$ cat src/rtl/control_unit.sv
// rtl/control_unit.sv - multi-cycle FETCH/DECODE/EXECUTE/WRITEBACK sequencer for the core datapath
// Every output is a register updated together with the state, so no input reaches an output combinationally.
module control_unit #(
  parameter int FETCH_WAIT = 1,
  parameter int CNT_W      = 32
) (
  input  logic             clk,
  input  logic             rst,
  input  logic             halt_req,
  input  logic             resume,
  input  logic             mem_store,
  input  logic             write_rd,
  input  logic             update_flags,
  input  logic             ig_ex,
  input  logic             br_en,
  output logic             cu_decode,
  output logic             cu_execute,
  output logic             wr_en,
  output logic             branch,
  output logic             ld_pc,
  output logic             ld_lr,
  output logic             ld_rd,
  output logic             ld_apsr,
  output logic             ld_sp,
  output logic             ld_ipsr,
  output logic             ld_primask,
  output logic             halted,
  output logic [2:0]       state,
  output logic [CNT_W-1:0] retired
);

  localparam int FW_EFF = (FETCH_WAIT < 1) ? 1 : FETCH_WAIT;
  localparam int WCW    = $clog2(FW_EFF) + 1;
  localparam logic [WCW-1:0] FETCH_LAST = WCW'(FW_EFF - 1);

  typedef enum logic [2:0] {
    S_RESET     = 3'd0,
    S_FETCH     = 3'd1,
    S_DECODE    = 3'd2,
    S_EXECUTE   = 3'd3,
    S_WRITEBACK = 3'd4,
    S_HALT      = 3'd5
  } state_t;

  state_t         state_q;
  logic [WCW-1:0] wait_cnt;
  logic           halt_pending;
  logic           ig_l;
  logic           exec_ok;

  assign exec_ok    = ~ig_ex;
  assign state      = state_q;
  assign ld_sp      = 1'b0;
  assign ld_ipsr    = 1'b0;
  assign ld_primask = 1'b0;

  always_ff @(posedge clk) begin
    if (rst) begin
      state_q      <= S_RESET;
      wait_cnt     <= '0;
      halt_pending <= 1'b0;
      ig_l         <= 1'b0;
      retired      <= '0;
      cu_decode    <= 1'b0;
      cu_execute   <= 1'b0;
      ld_pc        <= 1'b0;
      branch       <= 1'b0;
      ld_lr        <= 1'b0;
      ld_rd        <= 1'b0;
      ld_apsr      <= 1'b0;
      wr_en        <= 1'b0;
      halted       <= 1'b0;
    end else begin
      cu_decode  <= 1'b0;
      cu_execute <= 1'b0;
      ld_pc      <= 1'b0;
      branch     <= 1'b0;
      ld_lr      <= 1'b0;
      ld_rd      <= 1'b0;
      ld_apsr    <= 1'b0;
      wr_en      <= 1'b0;
      halted     <= 1'b0;
      if (halt_req && state_q != S_HALT) halt_pending <= 1'b1;
      case (state_q)
        S_RESET: begin
          state_q  <= S_FETCH;
          wait_cnt <= '0;
        end
        S_FETCH: begin
          if (wait_cnt == FETCH_LAST) begin
            state_q   <= S_DECODE;
            cu_decode <= 1'b1;
          end else begin
            wait_cnt <= wait_cnt + 1'b1;
          end
        end
        S_DECODE: begin
          state_q    <= S_EXECUTE;
          cu_execute <= 1'b1;
        end
        // Decode status is captured here and turned straight into the writeback strobes.
        S_EXECUTE: begin
          state_q <= S_WRITEBACK;
          ig_l    <= ig_ex;
          ld_pc   <= 1'b1;
          branch  <= br_en & exec_ok;
          ld_lr   <= br_en & exec_ok;
          ld_rd   <= write_rd & exec_ok;
          ld_apsr <= update_flags & exec_ok;
          wr_en   <= mem_store & exec_ok;
        end
        S_WRITEBACK: begin
          if (!ig_l) retired <= retired + 1'b1;
          if (halt_pending || halt_req) begin
            state_q      <= S_HALT;
            halted       <= 1'b1;
            halt_pending <= 1'b0;
          end else begin
            state_q  <= S_FETCH;
            wait_cnt <= '0;
          end
        end
        S_HALT: begin
          if (resume && !halt_req) begin
            state_q  <= S_FETCH;
            wait_cnt <= '0;
          end else begin
            halted <= 1'b1;
          end
        end
        default: state_q <= S_RESET;
      endcase
    end
  end

endmodule

$ cat config.mk
export PLATFORM = sky130hd
export DESIGN_NAME = control_unit
export DESIGN_NICKNAME = d
export VERILOG_FILES = /design/src/rtl/control_unit.sv
export SDC_FILE = /design/constraint.sdc
export NUM_CORES = 1
export LEC_CHECK = 0
export ABC_CLOCK_PERIOD_IN_PS = 7500
export CELL_PAD_IN_SITES_DETAIL_PLACEMENT = 1
export CELL_PAD_IN_SITES_GLOBAL_PLACEMENT = 1
export CORE_AREA = 3 3 77 79
export CTS_BUF_LIST = sky130_fd_sc_hd__clkbuf_8
export DETAILED_ROUTE_END_ITERATION = 7
export DIE_AREA = 0 0 80 82
export PLACE_DENSITY_LB_ADDON = 0.05
export SYNTH_ARGS = -nofsm -noshare
export SYNTH_HDL_FRONTEND = slang
export SYNTH_SLANG_ARGS = --single-unit
$ cat constraint.sdc
create_clock -name clk -period 7.5 [get_ports clk]
set_clock_uncertainty 0.05 [all_clocks]
set_input_delay 1.5 -clock clk [delete_from_list [all_inputs] [get_ports clk]]
set_output_delay 1.5 -clock clk [all_outputs]
set_load 0.05 [all_outputs]
## After elaboration in Yosys (flattened, before gate mapping)

Cells that the tools add are included.

- Register bits after elaboration: 46
- Bits of input ports: 9
- Output and inout bits: 47

- Add/sub/neg operators: 2
- Equality and inequality tests: 9
- Muxes and demuxes: 17
- Bitwise gates (word level): 8
- Reductions and logical operators: 11

Operators by type and width:

| cell | number |
|---|---|
| 32-bit by 1-bit adder with 32-bit output (second input constant) | 1 |
| 3-bit one-hot mux with 6 select lines | 1 |
| 1-bit two-way mux | 11 |
| 3-bit two-way mux | 3 |
| 3-bit by 2-bit equality test with 1-bit output (second input constant) | 2 |
| 3-bit equality test (second input constant) | 2 |
| 2-bit != test (second input constant) | 3 |
| 1-bit AND | 4 |
| 1-bit inverter | 4 |
| 1-bit one-hot mux with 4 select lines | 1 |
| 2-bit AND reduction | 2 |
| 4-bit nonzero test | 1 |
| 2-bit OR reduction | 2 |
| 3-bit by 1-bit equality test with 1-bit output (second input constant) | 1 |
| 3-bit logical NOT | 1 |
| 3-bit != test (second input constant) | 1 |
| 3-bit AND reduction | 1 |
| 1-bit logical AND | 2 |
| 1-bit one-hot mux with 2 select lines | 1 |
| 1-bit adder (second input constant) | 1 |
| 1-bit logical NOT | 1 |
| 1-bit logical OR | 1 |

## Longest topological paths before layout

- Depth after elaboration: 5
- Gate-level depth with buffers: 8

## Worst setup path before layout

No wires, ideal clock.

- Kind: flip-flop to flip-flop
- Start: reg state_q[2], in the netlist state[2]
- End: reg retired[31]
- Library setup time: 0.123 ns
- Arrival: 2.662 ns
- Data required time: 7.327 ns
- Path slack: 4.664 ns
- Cell stages (with the launch flop): 8
- Buffers on the path: 3
- Cells stage by stage: dfxtp_1 > or4b_4 > buf_6 > or4_4 > buf_6 > buf_6 > nor4_2 > mux2_1

- Longest elaborated chain between the ends: 2

RTL lines:

| item | RTL line | RTL |
|---|---|---|
| from (decl) | 45 | `state_t state_q;` |
| from (signal assigned) | 59 | `state_q <= S_RESET;` |
| from (signal assigned) | 86 | `state_q <= S_FETCH;` |
| from (signal assigned) | 91 | `state_q <= S_DECODE;` |
| 3-bit equality test | 84 | `case (state_q)` |
| 2-bit AND reduction (no line) | n/a |  |
| to (signal assigned) | 113 | `if (!ig_l) retired <= retired + 1'b1;` |
| to (decl) | 29 | `output logic [CNT_W-1:0] retired` |

Every way passes these cells.
A chain may end at the register's enable or synchronous reset.

## Worst setup path after layout

- Start: reg state_q[0], in the netlist state[0]
- End: out state[0]

RTL lines:

| item | RTL line | RTL |
|---|---|---|
| to (decl) | 28 | `output logic [2:0] state,` |

No word-level cell between the ends.

==> flow_summary.html <==
<table>
<tr><th>Metric</th><th>Value</th></tr>
<tr><th colspan="2">Setup path</th></tr>
<tr><td>Kind of end point of the critical path</td><td>output port</td></tr>
<tr><td>Crit path DAT</td><td>1.69 ns</td></tr>
<tr><td>Beginning of the critical path</td><td>state[0]</td></tr>
<tr><td>Maximum net fanout on the critical path</td><td>11</td></tr>
<tr><td>Beginning of the worst register-to-register path</td><td>state[0]</td></tr>
<tr><td>Startpoint type of the worst setup path</td><td>flip-flop</td></tr>
<tr><td>Depth of the worst register-to-register path</td><td>4</td></tr>
<tr><td>Worst setup path endpoint</td><td>state[0]</td></tr>
<tr><td>Cell with the biggest individual delay on the critical path</td><td>sky130_fd_sc_hd__clkdlybuf4s50_1</td></tr>
<tr><td>Worst path cell trace</td><td>clkdlybuf4s50_1</td></tr>
<tr><td>Worst flop-to-flop path endpoint</td><td>retired[30]</td></tr>
<tr><td>Worst path top cell family by delay</td><td>buffers and inverters</td></tr>
<tr><td>Data required time at the worst endpoint</td><td>5.95 ns</td></tr>
<tr><td>Slowest Stage Delay on Critical Path</td><td>0.87 ns</td></tr>
<tr><td>Classification of the worst setup path</td><td>flip-flop to output port</td></tr>
<tr><td>Number of buffer and inverter stages on the critical path</td><td>1</td></tr>
<tr><td>Critical path depth</td><td>1</td></tr>
<tr><td>Flop2flop setup slack</td><td>4.77 ns</td></tr>
<tr><th colspan="2">Hold path</th></tr>
<tr><td>Classification of the worst-slack hold path</td><td>flip-flop to flip-flop</td></tr>
<tr><th colspan="2">CTS</th></tr>
<tr><td>PostCTS Resize Cnt</td><td>0</td></tr>
<tr><td>CTS tree</td><td>built</td></tr>
<tr><td>Clock root buffer master</td><td>sky130_fd_sc_hd__clkbuf_8</td></tr>
<tr><td>Number of CTS-inserted buffers</td><td>5</td></tr>
<tr><td>Number of buffers on the longest clock path</td><td>2</td></tr>
<tr><td>Clock tree sinks</td><td>45</td></tr>
<tr><td>CTS HTree Levels</td><td>2</td></tr>
<tr><td>Total of hold buffers inserted after clock tree synthesis</td><td>0</td></tr>
<tr><td>Clock slew seen by the registers of the worst setup and hold paths</td><td>0.09 ns</td></tr>
<tr><td>Clock latency on the worst-skew pair</td><td>0.30 ns</td></tr>
<tr><td>Postcts setup bufs</td><td>0</td></tr>
<tr><th colspan="2">Logic synthesis</th></tr>
<tr><td>Cell types with the largest area share after synthesis</td><td>sky130_fd_sc_hd__dfxtp_1, sky130_fd_sc_hd__a21oi_1, sky130_fd_sc_hd__or4_1</td></tr>
<tr><td>Average cell area after synthesis</td><td>8.813 sq um</td></tr>
<tr><td>Gate Count Post-Synth</td><td>230</td></tr>
<tr><td>#FFs+latches synth</td><td>45</td></tr>
<tr><td>Synthesis warning total</td><td>0</td></tr>
<tr><td>Ys async rst share</td><td>0%</td></tr>
<tr><td>Summed instance area of the synthesized netlist</td><td>2027 sq um</td></tr>
<tr><td>Post-synth EDFFs</td><td>0</td></tr>
<tr><td>Register area share after synthesis</td><td>44.44%</td></tr>
<tr><td>Most frequent cells after synthesis</td><td>sky130_fd_sc_hd__dfxtp_1, sky130_fd_sc_hd__a21oi_1, sky130_fd_sc_hd__nor2_1</td></tr>
<tr><td>Unique masters post-synth</td><td>39</td></tr>
<tr><td>Top-area cell type share of the netlist area</td><td>44.44%</td></tr>
<tr><td>Dominant synthesized flop cell</td><td>sky130_fd_sc_hd__dfxtp_1</td></tr>
<tr><td>Cell type with the highest aggregate area in the netlist</td><td>sky130_fd_sc_hd__dfxtp_1</td></tr>
<tr><td>Library cell with the highest instance count after synthesis</td><td>sky130_fd_sc_hd__dfxtp_1</td></tr>
<tr><th colspan="2">GRT</th></tr>
<tr><td>Total congestion overflow</td><td>0</td></tr>
<tr><td>Pin count of the biggest net entering global routing</td><td>43</td></tr>
<tr><td>Wire length of the first global-routing pass</td><td>8.004 mm</td></tr>
<tr><td>Number of antenna violations at the first check in global routing</td><td>0</td></tr>
<tr><td>GRT Util Overall</td><td>15.06%</td></tr>
<tr><td>Via count of the first global-routing pass</td><td>1752</td></tr>
<tr><th colspan="2">Die</th></tr>
<tr><td>Die area</td><td>6560 sq um</td></tr>
<tr><td>Count of boundary I/O pins</td><td>56</td></tr>
<tr><td>Die Y-Extent</td><td>82 microns</td></tr>
<tr><td>Width of the die</td><td>80 microns</td></tr>
<tr><td>Std-Cell Rows</td><td>27</td></tr>
<tr><td>Initial core utilization</td><td>37.50%</td></tr>
<tr><td>Placeable core region</td><td>5405 sq um</td></tr>
<tr><th colspan="2">Timing</th></tr>
<tr><td>Headroom to the max-slew limit</td><td>34.83%</td></tr>
<tr><td>Final setup violating endpoints</td><td>0</td></tr>
<tr><td>Final hold violation count</td><td>0</td></tr>
<tr><td>Transition time at the pin with the least slew margin</td><td>0.9640 ns</td></tr>
<tr><td>RSZ-0062 raised after global routing</td><td>no</td></tr>
<tr><td>Ratio of final minimum period to clock period</td><td>43.18%</td></tr>
<tr><td>Number of max-slew violations in the final report</td><td>0</td></tr>
<tr><td>Setup tns final</td><td>0 ns</td></tr>
<tr><td>Fin crit period</td><td>3.238 ns</td></tr>
<tr><td>Achievable clock frequency</td><td>308.8 MHz</td></tr>
<tr><th colspan="2">Routing</th></tr>
<tr><td>Via count of the routed design</td><td>1822</td></tr>
<tr><td>Final ANT Viol Nets</td><td>0</td></tr>
<tr><td>Routed wire per std cell</td><td>13.63 microns</td></tr>
<tr><td>First DRT Iteration DRCs</td><td>38</td></tr>
<tr><td>Routed wire length</td><td>4.758 mm</td></tr>
<tr><td>Number of optimization iterations in the first detailed-route pass</td><td>4</td></tr>
<tr><td>Vias per inst</td><td>5.221</td></tr>
<tr><td>DRC Markers</td><td>0</td></tr>
<tr><th colspan="2">Layout</th></tr>
<tr><td>Layout cell share with drive strength beyond 1</td><td>6.137%</td></tr>
<tr><td>Count of inserted antenna diode cells</td><td>0</td></tr>
<tr><td>Footprint of the multi-input gates</td><td>1007 sq um</td></tr>
<tr><td>Fillcell total</td><td>635</td></tr>
<tr><td>Register area</td><td>900.9 sq um</td></tr>
<tr><td>NumNets Final</td><td>286</td></tr>
<tr><td>Area growth from synthesis to layout</td><td>31.48%</td></tr>
<tr><td>Core utilization of the finished layout</td><td>49.31%</td></tr>
<tr><th colspan="2">Power</th></tr>
<tr><td>Peak supply drop</td><td>0.09766 mV</td></tr>
<tr><td>Static Leakage</td><td>0.8680 nW</td></tr>
<tr><td>Sum of internal, switching and leakage power</td><td>479.4 uW</td></tr>
<tr><td>Power Dens Cells</td><td>179.9 nW/um^2</td></tr>
<tr><th colspan="2">Place</th></tr>
<tr><td>RD Place Congestion</td><td>0.7166</td></tr>
<tr><td>IO buf count</td><td>52</td></tr>
<tr><td>Final HPWL from detailed placement</td><td>3.344 mm</td></tr>
<tr><th colspan="2">Flow run</th></tr>
<tr><td>Max-cap violations</td><td>0</td></tr>
<tr><th colspan="2">Run status</th></tr>
<tr><td>Status</td><td>finished, final reports clean</td></tr>
</table>
worst min-delay path, stage by stage, from the launching register on:
cell and delay [ns]:
sky130_fd_sc_hd__dfxtp_1 0.32, sky130_fd_sc_hd__nand2_1 0.06, sky130_fd_sc_hd__a21oi_1 0.06
power breakdown:
group | internal, mW | switching, mW | total, mW
combinational | 0.0138 | 0.0241 | 0.0379
clock | 0.108 | 0.0856 | 0.194
sequential | 0.243 | 0.00476 | 0.247
total | 0.365 | 0.115 | 0.479
cells in the final DEF, fill, tap and decap left out, types with 5 or more instances in the layout:
master | Yosys | layout
sky130_fd_sc_hd__a21oi_1 | 23 | 23
sky130_fd_sc_hd__and2_1 | 5 | 5
sky130_fd_sc_hd__clkbuf_8 | 0 | 6
sky130_fd_sc_hd__clkdlybuf4s50_1 | 0 | 52
sky130_fd_sc_hd__dfxtp_1 | 45 | 45
sky130_fd_sc_hd__inv_1 | 5 | 5
sky130_fd_sc_hd__nand2_1 | 16 | 16
sky130_fd_sc_hd__nand3_1 | 14 | 14
sky130_fd_sc_hd__nand4_1 | 6 | 6
sky130_fd_sc_hd__nor2_1 | 17 | 17
sky130_fd_sc_hd__o21ai_0 | 8 | 8
sky130_fd_sc_hd__o31ai_1 | 13 | 13
sky130_fd_sc_hd__or3_1 | 7 | 7
sky130_fd_sc_hd__or4_1 | 14 | 14
sky130_fd_sc_hd__xnor2_1 | 5 | 5
layout make-up:
| type | instances | share of cell area, % |
|---|---|---|
| Tap cell | 72 | 3.380 |
| Clock buffer | 6 | 3.099 |
| Timing Repair Buffer | 53 | 19.81 |
| Multi-Input combinational cell | 166 | 37.79 |
| Sequential cell | 45 | 33.80 |
| Inverter | 5 | 0.7042 |
| Clock inverter | 2 | 1.408 |
registers in the layout, summed over array words and instances, names as in the netlist:
signal / count
state: 3
ld_apsr: 1
wr_en: 1
ld_rd: 1
halted: 1
retired: 32
ig_l: 1
ld_pc: 1
cu_decode: 1
cu_execute: 1
halt_pending: 1
ld_lr: 1
per-layer routing:
layer  part of all wire, %  vias up  global-route usage, %
met5                     0        -                      0
met4                  0.97        0                  4.054
met3                   3.0        6                  3.289
met2                    50       32                  26.90
met1                    46      863                  18.25
li1                      -      921                      -
kinds of logic after synthesis:
family	share of synthesized area [%]
multiplexers	2.160
adder cells (fa/ha/maj)	0.6172
AO/OA/AOI/OAI	13.40
other	0.1850
XOR/XNOR	3.457
flip-flops	44.44
AND/OR/NAND/NOR	29.51
buffers and inverters	6.235
worst min path at each step:
stage / start / endpoint / cells past startpoint
4_1_cts: halt_pending / halt_pending / 2
5_1_grt: retired[21] / retired[21] / 2
6_report: halt_pending / halt_pending / 2
3_5_place_dp: halt_pending / halt_pending / 2
2_1_floorplan: halt_pending / halt_pending / 2
3_3_place_gp: halt_pending / halt_pending / 2
metrics by stage:
step | area, sq um | cells | worst slack, ns | hold slack [ns]
after detailed placement | 2545 | 341 | 4.439 | 0.4287
after floorplan | 2034 | 232 | 4.664 | 0.4029
after global routing | 2665 | 349 | 4.164 | 0.4775
final | 2665 | 349 | 4.262 | 0.4389
after global placement | 2545 | 341 | 4.446 | 0.4224
after CTS | 2665 | 349 | 4.234 | 0.4428
Power figures use the tool's default switching activity.
==> patch 1 (same flow settings) <==
Change the parameter `CNT_W` from 32 to 28.
--- a/src/rtl/control_unit.sv
+++ b/src/rtl/control_unit.sv
@@ -4,3 +4,3 @@
   parameter int FETCH_WAIT = 1,
-  parameter int CNT_W      = 32
+  parameter int CNT_W      = 28
 ) (
Ports: changed (resized retired); port bits go from 56 to 52. No check against the original RTL was run, so the function may have changed too.
==> patch 1 against the unedited design <==
  * First-iteration DRC count is 87% higher
  * Count of clock-buffer cells in the layout stayed put
  * Wire length is 5.4% lower
  * Worst setup slack better by 18 ps
  * Combinational power hardly changed
  * Synthesized area is 13% lower
  * Clock power is 27% lower
  * Sequential cell count is 4 lower
  * Cell count is 11% lower
  * Cell area is 11% lower
  * Sequential share of layout area is 0.92 points higher
  * Power is 15% lower
  * Largest power group unchanged
==> patch 1: results (changes against the unedited design) <==
* Status: finished, final reports clean (unchanged)
* Vias in the first global route at 1569 (was 1752)
* Leak at 0.792 nW (was 0.868 nW)
* First-pass GRT wire length at 7.31 mm (was 8.00 mm)
* Slowest cell on crit path: clkdlybuf4s50_1 (unchanged)
* Via/cell ratio at 5.20 (was 5.22)
* Delay-heaviest family, CP: buffers and inverters (unchanged)
* Worst path max stage delay at 870 ps (about the same)
* Worst Hold Launch: retired[27] (was halt_pending)
* Clock Path Buffers at 2 (unchanged)
* Synth top area cells: dfxtp_1, a21oi_1, o31ai_1 (was dfxtp_1, a21oi_1, or4_1)
* N_diodes at 0 (unchanged)
* Post-synthesis sequential area ratio at 46.3% (was 44.4%)
* Max FFs per register at 28 (was 32)
* Clock slew seen by the registers of the worst setup and hold paths at 70 ps (was 90 ps)
* Pre-CTS setup slack at 4440 ps (about the same)
* Most frequent cells after synthesis: dfxtp_1, a21oi_1, nor2_1, nand2_1, o31ai_1 (was dfxtp_1, a21oi_1, nor2_1, nand2_1)
* Biggest register: retired (unchanged)
* CTS H-tree depth at 2 (unchanged)
* Initial antenna violation count at 0 (unchanged)
* Final WL at 4.50 mm (was 4.76 mm)
* Final GP Congestion at 0.727 (was 0.717)
* Least-Margin Pin Slew at 768 ps (was 964 ps)
* Largest net degree at the start of global routing at 37 (was 43)
* CTS resizes at 0 (unchanged)
* Share of cells above drive strength 1 at 5.83% (was 6.14%)
* Reg-to-reg startpoint: state[0] (unchanged)
* Setup repair bufs after CTS at 0 (unchanged)
* CP Launch Type: flip-flop (unchanged)
* Nets at 250 (was 286)
* All-Layer GR Usage at 14.2% (was 15.1%)
* Initial DRC count at 71 (was 38)
* Port Buf Inserts at 48 (was 52)
* Crit-path max FO at 9 (was 11)
* Post-DP Area at 2280 sq um (was 2540 sq um)
* Max rail drop VDD at 0.0000885 V (was 0.0000977 V)
* Clk root buf: clkbuf_8 (unchanged)
* Synth cell types at 32 (was 39)
* Num CTS Buffers at 5 (unchanged)
* Synthesis Warnings at 0 (unchanged)
* Total iterations of the first detailed-routing run at 4 (unchanged)
* Hold Path Class: flip-flop to flip-flop (unchanged)
* WP data arrival at 1670 ps (was 1690 ps)
* DP HPWL at 3.28 mm (was 3.34 mm)
* Clk Latency, worst-skew pair at 290 ps
* Share of flip-flops with an asynchronous set or reset at 0% (unchanged)
patch 1: changes by cell type in the layout (fill, tap and decap cells not counted), moves of 3 or more:
cell             unedited run  this run
nand3_1                    14         7
clkdlybuf4s50_1            52        48
dfxtp_1                    45        41
nand2_1                    16        12
or4_1                      14        10
nor2_1                     17        14
nor2b_1                     3         0
nor4_1                      3         0
or3_1                       7        10
patch 1: per-layer routing:
metal | wire length [microns] | vias up | global-route usage, % | part of all wire [%]
met4 | 30 | 0 | 3.55 | 0.67
met5 | 0 | - | 0 | 0
li1 | - | 789 | - | -
met3 | 269 | 4 | 5.48 | 6.0
met1 | 1960 | 793 | 16.3 | 44
met2 | 2240 | 36 | 24.8 | 50
patch 1: kinds of logic (layout without fill, tap and decap cells):
family / after synthesis / count (layout) / share of synthesized area, %
adders and majority gates: 1 / 1 / 0.706
xor gates and xnor gates: 8 / 8 / 3.95
and+or+nand+nor: 82 / 82 / 28.6
other: 1 / 3 / 0.212
AOI/OAI and AO/OA: 43 / 43 / 13.7
muxes: 2 / 2 / 1.13
DFF: 41 / 41 / 46.3
buffers and inverters: 15 / 60 / 5.37
patch 1: cell type report:
class	instances	area, sq um
inverter	4	15.0
sequential	41	821
timing repair buffer	49	488
fill	649	3040
tap	72	90.1
multi-input combinational	139	863
clock inverter	1	3.75
clock buffer	6	82.6
patch 1: path summary, 6_finish.rpt:
path              slack [ps]  cells after the start           to
setup / recovery        4280                      1     state[0]
hold / removal           440                      2  retired[27]
setup reg to reg        4900                      4  retired[25]
hold reg to reg          440                      2  retired[27]
patch 1: metrics by stage:
step | hold WS [ps] | cells
after global placement | 414 | 305
after floorplan | 405 | 195
after CTS | 447 | 312
after global routing | 470 | 312
after detailed placement | 436 | 305
final | 435 | 312
patch 1: power by group:
| part | leakage (nW) | total (mW) | switching [mW] | internal [mW] |
|---|---|---|---|---|
| Clock | 0.0485 | 0.142 | 0.0700 | 0.0717 |
| Sequential | 0.331 | 0.226 | 0.00484 | 0.222 |
| Combinational | 0.412 | 0.0379 | 0.0240 | 0.0139 |
==> patch 2 (same flow settings) <==
Without the edit above. Add an input register stage for `update_flags`, cleared by the reset; this delays it by one clock. The other inputs are not delayed to match.
--- a/src/rtl/control_unit.sv
+++ b/src/rtl/control_unit.sv
@@ -43,2 +43,12 @@
   } state_t;
+
+  logic update_flags_q;
+
+  always_ff @(posedge clk) begin
+    if (rst) begin
+      update_flags_q <= '0;
+    end else begin
+      update_flags_q <= update_flags;
+    end
+  end
 
@@ -108,3 +118,3 @@
           ld_rd   <= write_rd & exec_ok;
-          ld_apsr <= update_flags & exec_ok;
+          ld_apsr <= update_flags_q & exec_ok;
           wr_en   <= mem_store & exec_ok;
Formal check against the unedited RTL: not equivalent (a bounded check fails within 10 cycles, from zero or initial values and one cycle with rst high).
==> patch 2 against the unedited design <==
  * Wire length up 6.5%
  * Largest power group unchanged
  * Cell area down 0.75%
  * Power fell by 6.8%
  * Largest cell class unchanged
  * Hold slack lost 52 ps
  * Cell count fell by 0.29%
  * Worst setup slack got worse by 43 ps
  * Synthesized area is 0.68% lower
  * Count of clock-buffer cells in the layout is 1 lower
  * Critical path depth stayed put
  * Clock power shrank 20%
  * Sequential cell count rose by 1
==> patch 2: results (changes against the unedited design) <==
* Pre-CTS setup slack at 4440 ps (about the same)
* Leak at 0.829 nW (was 0.868 nW)
* Drt wl/cell at 14.6 microns (was 13.6 microns)
* Share of cells above drive strength 1 at 5.43% (was 6.14%)
* Critical R2R Capture: retired[29] (was retired[30])
* All-Layer GR Usage at 17.1% (was 15.1%)
* CTS H-tree depth at 2 (unchanged)
* First-pass GRT wire length at 8.84 mm (was 8.00 mm)
* Status: finished, final reports clean (unchanged)
* Most frequent cells after synthesis: dfxtp_1, a21oi_1, or4_1 (was dfxtp_1, a21oi_1, nor2_1, nand2_1)
* DR WL met3 at 200 microns (was 144 microns)
* Adder-Cell Fraction of Synth Area at 0.622% (was 0.617%)
* Initial DRC count at 69 (was 38)
* Reg-to-reg startpoint: retired[3] (was state[0])
* Metal2 WL at 2.46 mm (was 2.37 mm)
* Met1 wire length at 2.34 mm (was 2.20 mm)
* Synth top area cells: dfxtp_1, or4_1, o31ai_1 (was dfxtp_1, a21oi_1, or4_1)
* Min Clock Period, post-route at 3280 ps (was 3240 ps)
* Nets at 285 (was 286)
* Via/cell ratio at 5.38 (was 5.22)
* Least-Margin Pin Slew at 886 ps (was 964 ps)
* WP data arrival at 1730 ps (was 1690 ps)
* Complex-gate fraction of the synthesized area at 14.8% (was 13.4%)
* Synth cell types at 36 (was 39)
* Placed cell count at 340 (was 341)
* Post-synthesis average cell area at 8.79 sq um (was 8.81 sq um)
* Crit-path max FO at 12 (was 11)
* Synth Area in XOR/XNOR at 3.92% (was 3.46%)
* Proportion of synthesized area in mux cells at 1.06% (was 2.16%)
* R2R setup slack at 4870 ps (was 4770 ps)
* Largest net degree at the start of global routing at 41 (was 43)
* Worst setup path end: state[0] (unchanged)
* Post-synthesis sequential area ratio at 45.7% (was 44.4%)
* Max rail drop VDD at 0.000110 V (was 0.0000977 V)
* Vias at 1871 (was 1822)
* Final GP Congestion at 0.715 (was 0.717)
* Post-DP Area at 2550 sq um (was 2540 sq um)
patch 2: worst min path at each step:
stage	from	cells after the start	slack, ps	end
detailed placement	update_flags_q	1	370	ld_apsr
CTS	update_flags_q	1	390	ld_apsr
global placement	update_flags_q	1	370	ld_apsr
finish	update_flags_q	1	390	ld_apsr
floorplan	update_flags_q	1	360	ld_apsr
global route	update_flags_q	1	410	ld_apsr
patch 2: power breakdown:
group	internal (mW)	total (mW)	switching, mW
registers	0.248	0.253	0.00521
clock network	0.0656	0.155	0.0894
logic	0.0136	0.0382	0.0246
patch 2: routing by layer:
layer  track usage (%)  vias to the layer above
met5                 0                        -
met4              6.08                        0
met3              4.93                        5
met2              29.1                       34
met1              20.6                      907
li1                  -                      925
patch 2: cell type report:
class | instances | area [sq um]
clock buffer | 5 | 68.8
timing repair buffer | 53 | 528
multi-input combinational | 166 | 1000
clock inverter | 3 | 21.3
inverter | 3 | 11.3
fill | 649 | 2760
tap | 72 | 90.1
sequential | 46 | 921
